--- src/rtl/mem_pkg.sv ---
// mem_pkg: shared types and constants for data_mem_ctrl (states, default sizes, byte count helper)
package mem_pkg;
   typedef enum logic {CLEAR, READY} state_t;
   localparam int DEF_DATA_W = 32;
   localparam int DEF_DEPTH = 32;
   function automatic int byte_cnt(input int w);
      return w / 8;
   endfunction
endpackage

--- src/rtl/byte_merge.sv ---
// byte_merge: per-byte select between old_word and new_word; ports: old_word, new_word, byte_en in, merged out
module byte_merge
   import mem_pkg::*;
#(
   parameter int DATA_W = DEF_DATA_W
) (
   input  logic [DATA_W-1:0]           old_word,
   input  logic [DATA_W-1:0]           new_word,
   input  logic [byte_cnt(DATA_W)-1:0] byte_en,
   output logic [DATA_W-1:0]           merged
);
   for (genvar i = 0; i < byte_cnt(DATA_W); i++) begin : g_byte
      assign merged[8*i +: 8] = byte_en[i] ? new_word[8*i +: 8] : old_word[8*i +: 8];
   end
endmodule

--- src/rtl/data_mem_ctrl.sv ---
// data_mem_ctrl: data memory with byte-enable write, registered read, zero-fill sweep. Ports: clk, rst (async high), mem_read/rd_addr, mem_write/wr_addr/write_data/byte_en, clear in; read_data, read_valid, busy out. Define MEM_BYPASS_EN for write-first same-address reads (default read-first).
module data_mem_ctrl
   import mem_pkg::*;
#(
   parameter int DATA_W = DEF_DATA_W,
   parameter int DEPTH  = DEF_DEPTH,
   parameter int ADDR_W = $clog2(DEPTH)
) (
   input  logic                        clk,
   input  logic                        rst,
   input  logic                        mem_read,
   input  logic                        mem_write,
   input  logic [ADDR_W-1:0]           rd_addr,
   input  logic [ADDR_W-1:0]           wr_addr,
   input  logic [DATA_W-1:0]           write_data,
   input  logic [byte_cnt(DATA_W)-1:0] byte_en,
   input  logic                        clear,
   output logic [DATA_W-1:0]           read_data,
   output logic                        read_valid,
   output logic                        busy
);
   localparam logic [ADDR_W:0]   DEPTH_W = (ADDR_W+1)'(DEPTH);
   localparam logic [ADDR_W-1:0] LAST    = ADDR_W'(DEPTH - 1);
   state_t state, next_state;
   logic [ADDR_W-1:0] ptr;
   logic [DATA_W-1:0] mem [DEPTH];
   logic rd_en, wr_en, rd_in;
   logic [DATA_W-1:0] wr_word, rd_word;
   byte_merge #(.DATA_W(DATA_W)) u_merge (
      .old_word(mem[wr_addr]),
      .new_word(write_data),
      .byte_en (byte_en),
      .merged  (wr_word)
   );
   // busy comes straight from the state register, so no input reaches an output combinationally
   assign busy  = state == CLEAR;
   assign rd_in = {1'b0, rd_addr} < DEPTH_W;
   // a clear request in READY swallows any read/write of the same cycle
   always_comb begin
      next_state = state;
      rd_en      = 1'b0;
      wr_en      = 1'b0;
      if (state == CLEAR) begin
         next_state = ptr == LAST ? READY : CLEAR;
      end else if (clear) begin
         next_state = CLEAR;
      end else begin
         rd_en = mem_read;
         wr_en = mem_write && ({1'b0, wr_addr} < DEPTH_W);
      end
   end
`ifdef MEM_BYPASS_EN
   // same-address write forwards the merged word (it equals the old word merged under byte_en)
   logic same;
   assign same    = wr_en && rd_addr == wr_addr;
   assign rd_word = !rd_in ? '0 : same ? wr_word : mem[rd_addr];
`else
   assign rd_word = rd_in ? mem[rd_addr] : '0;
`endif
   always_ff @(posedge clk or posedge rst) begin
      if (rst) state <= CLEAR;
      else     state <= next_state;
   end
   // ptr parks at 0 outside the sweep so a new sweep always starts from word 0
   always_ff @(posedge clk or posedge rst) begin
      if (rst) begin
         ptr        <= '0;
         read_data  <= '0;
         read_valid <= 1'b0;
      end else begin
         ptr        <= (state == CLEAR && ptr != LAST) ? ptr + 1'b1 : '0;
         read_valid <= rd_en;
         if (rd_en) read_data <= rd_word;
      end
   end
   always_ff @(posedge clk) begin
      if (state == CLEAR) mem[ptr] <= '0;
      else if (wr_en)     mem[wr_addr] <= wr_word;
   end
endmodule

--- config.mk ---
export PLATFORM = sky130hd
export DESIGN_NAME = data_mem_ctrl
export DESIGN_NICKNAME = d
export VERILOG_FILES = /design/src/rtl/mem_pkg.sv /design/src/rtl/byte_merge.sv /design/src/rtl/data_mem_ctrl.sv
export SDC_FILE = /design/constraint.sdc
export NUM_CORES = 1
export LEC_CHECK = 0
export BUFFER_PORTS_ARGS = -buffer_cell sky130_fd_sc_hd__buf_2
export CORE_MARGIN = 1
export CORE_UTILIZATION = 50
export CTS_BUF_LIST = sky130_fd_sc_hd__clkbuf_16
export DETAILED_ROUTE_END_ITERATION = 7
export PLACE_DENSITY = 0.67
export SLEW_MARGIN = 20
export SYNTH_ARGS = -nofsm -noshare
export SYNTH_HDL_FRONTEND = slang
export SYNTH_SLANG_ARGS = --single-unit
export TNS_END_PERCENT = 1
--- constraint.sdc ---
create_clock -name clk -period 6.49 [get_ports clk]
set_input_delay 0.3245 -clock clk [delete_from_list [all_inputs] [get_ports clk]]
set_output_delay 0.3245 -clock clk [all_outputs]
set_load 0.02 [all_outputs]
==> key figures <==
STA
  • Final hold vios: 0
  • Max Freq: 242 MHz
  • Tmin final: 4.14 ns
  • # setup viols final: 0
  • RSZ-0062 raised after global routing: no
  • Final worst-path cycle share: 0.638
  • Slew @ Worst Pin: 1.18 ns
  • Final Max Slew Viols: 0
  • Max_slew headroom: 0.212
  • Fin Clk Skew: 0.0288 ns
  • Setup TNS: 0 ns
  • Hold Slack: 0.259 ns

Clocking
  • Clock-pin slew on the worst setup and hold paths: 0.06 ns
  • CTS root buf: clkbuf_16
  • Setup repair bufs after CTS: 0
  • Clock Latency Late Sink: 0.66 ns
  • Post_cts resized: 0
  • CTS tree: built
  • H-tree lvl count: 3
  • Total CTS buffers: 104
  • CTS Buffer Depth: 3
  • Clock Sinks: 1063

Critical path
  • CP Data Required Time: 6.77 ns
  • Cells on worst reg2reg path: 4
  • Cell Chain, Critical Path: and3_4 -> mux2i_2 -> nand2_1 -> nor2_1
  • Critical Path AT: 4.42 ns
  • Crit Path Max Fanout: 66
  • CP Launch Type: flip-flop
  • Worst setup path start: state$_DFF_PP0_
  • Crit path max-delay family: simple AND/OR/NAND/NOR gates
  • Buffers & Inverters on Critical Path: 0
  • Crit end category: flip-flop
  • CP max-delay cell: and3_4
  • R2r startpoint: state$_DFF_PP0_
  • Crit Path Class: reg -> reg
  • CP Depth: 4
  • Slowest Stage Delay on Critical Path: 0.90 ns

Yosys
  • Yosys top cell area share: 0.727
  • Synth Instances: 2401
  • Seq/Total Area, Yosys: 0.750
  • Number of synthesized flops with an enable pin: 1024
  • Syn_nets: 2454
  • Yosys warns: 0
  • Mapped Avg Cell Area: 17.6 um2
  • Post-synth top cells: edfxtp_1, mux2i_1, nor2_1, a22oi_1, clkbuf_1
  • Unique cell type count in the Yosys netlist: 39
  • Count leader, synth: edfxtp_1
  • FFs w/ async S/R, synth: 0.0367
  • Cell taking the most area after synthesis: edfxtp_1
  • Synth top area cells: edfxtp_1, mux2i_1, dfrtp_1
  • Synthesized area: 0.0423 mm2
  • Main synth FF type: edfxtp_1
  • Seq cells post-synth: 1063

GRT
  • Initial antenna violation count: 4
  • First-pass GRT wire length: 147 mm
  • Total gr overflow: 0
  • Vias in the first global route: 22437
  • Largest net degree at the start of global routing: 129
  • Total track usage: 0.236

Routing
  • Via Count: 22187
  • Routed vias/inst: 5.98
  • Drt first pass iters: 5
  • Total wire length: 101 mm
  • Avg WL per Cell: 27.3 um
  • DRC: 0
  • Number of DRC markers in iteration 0: 1977
  • ANT nets after route: 0

Outcome
  • Status: completed

Die
  • Starting density of the core: 0.505
  • Core Box Area: 0.0837 mm2
  • Core Rows: 106
  • Die Span X: 293 um
  • DIE HEIGHT: 293 um
  • Ports: 85
  • Die Area: 0.0857 mm2

Power
  • VDD IR max: 0.217 mV
  • P_leak: 17.0 nW
  • Power Dens Cells: 353 mW/mm2
  • PnR Total Power: 16.7 mW

Run
  • Max_cap viols: 0

Hold path
  • Hold Crit Class: in -> async

Placement
  • Final GP Congestion: 0.864
  • DP Wirelength: 62.0 mm
  • I/O Buffers: 84

Finish
  • Nets: 2541
  • Util after Layout: 0.565
  • P&R area growth vs syn: 11.8%
  • Layout cells sized above 1: 0.139
[routing by layer]
| metal | vias to the layer above | wire length (um) | track usage |
|---|---|---|---|
| met1 | 11252 | 42600 | 0.325 |
| met3 | 187 | 8340 | 0.0521 |
| met5 | - | 24 | 0 |
| met2 | 917 | 47100 | 0.368 |
| met4 | 4 | 3250 | 0.0899 |
| li1 | 9827 | - | - |
[cells by family after synthesis]
logic type	after synthesis	synth area share
buffers and inverters	152	0.0176
flip-flops	1063	0.750
XOR/XNOR	2	0.000414
AO/OA/AOI/OAI	405	0.0797
multiplexers	514	0.122
AND/OR/NAND/NOR	263	0.0294
adder cells (fa/ha/maj)	2	0.000592
[final timing paths]
| path | end | slack (ns) |
|---|---|---|
| worst max-delay path | mem[8][1]$_DFFE_PP_ | 2.35 |
| worst min-delay path | read_data[18]$_DFFE_PP0P_ | 0.26 |
| worst max register to register | mem[8][1]$_DFFE_PP_ | 2.35 |
| worst min register to register | read_data[29]$_DFFE_PP0P_ | 0.49 |
| max in group asynchronous | read_data[7]$_DFFE_PP0P_ | 5.38 |
| min in group clk | mem[14][22]$_DFFE_PP_ | 0.36 |
[power by group]
part | total, mW | switching, mW | internal, mW
logic | 2.10 | 1.48 | 0.612
clock network | 5.94 | 2.50 | 3.43
registers | 8.66 | 0.310 | 8.35
[tightest hold or removal path, stage by stage]
cell and delay [ns]:
dlygate4sd3_1 0.53, buf_2 0.12, inv_2 0.38
[stage by stage]
stage | std cells | setup slack [ns] | instance area (um2)
floorplan | 2401 | 3.96 | 42300
global placement | 3514 | 2.54 | 43900
detailed placement | 3514 | 2.36 | 43900
CTS | 3710 | 2.39 | 47300
global route | 3710 | 2.27 | 47300
finish | 3711 | 2.35 | 47300
[registers in the layout, summed over array words and instances, names as in the netlist]
signal / cells
mem: 1024
state: 1
read_valid: 1
ptr: 5
read_data: 32
[what timing repair did]
action,4_1_cts,5_1_grt
hold buffers,2,0
setup endpoints to repair,0,0
hold endpoints to repair,18,0
[area by class of cell]
| class | instances | area (um2) |
|---|---|---|
| diodes | 1 | 2.50 |
| clock buffers | 106 | 2650 |
| clock inverters | 88 | 731 |
| fillers | 6257 | 36400 |
| inverters | 3 | 11.3 |
| multi-input cells | 1186 | 9880 |
| flip-flops and latches | 1063 | 31700 |
| well taps | 1134 | 1420 |
| repair buffers | 130 | 856 |
[placed cells by master (no fill, tap or decap), types with 3 or more instances in the layout]
cell        count
a21o_1          3
a21oi_1        66
a221oi_1       64
a22o_1         64
a22oi_1       128
a31oi_2        12
a41oi_2         3
and2_1         26
and2_2          9
buf_12          6
buf_2          83
buf_4          38
bufinv_16      12
clkbuf_16     106
clkinv_1       23
clkinv_2       16
clkinv_4        4
clkinvlp_4      6
dfrtp_1        39
edfxtp_1     1024
inv_1          26
mux2i_1       512
nand2_1        50
nand2b_1        7
nor2_1        132
nor2b_1         5
nor3_1          3
nor3_2          9
nor4_1          3
o22ai_1        32
o41ai_2        32
or2_2           3
Note: power is estimated with default switching activity, not from simulation.
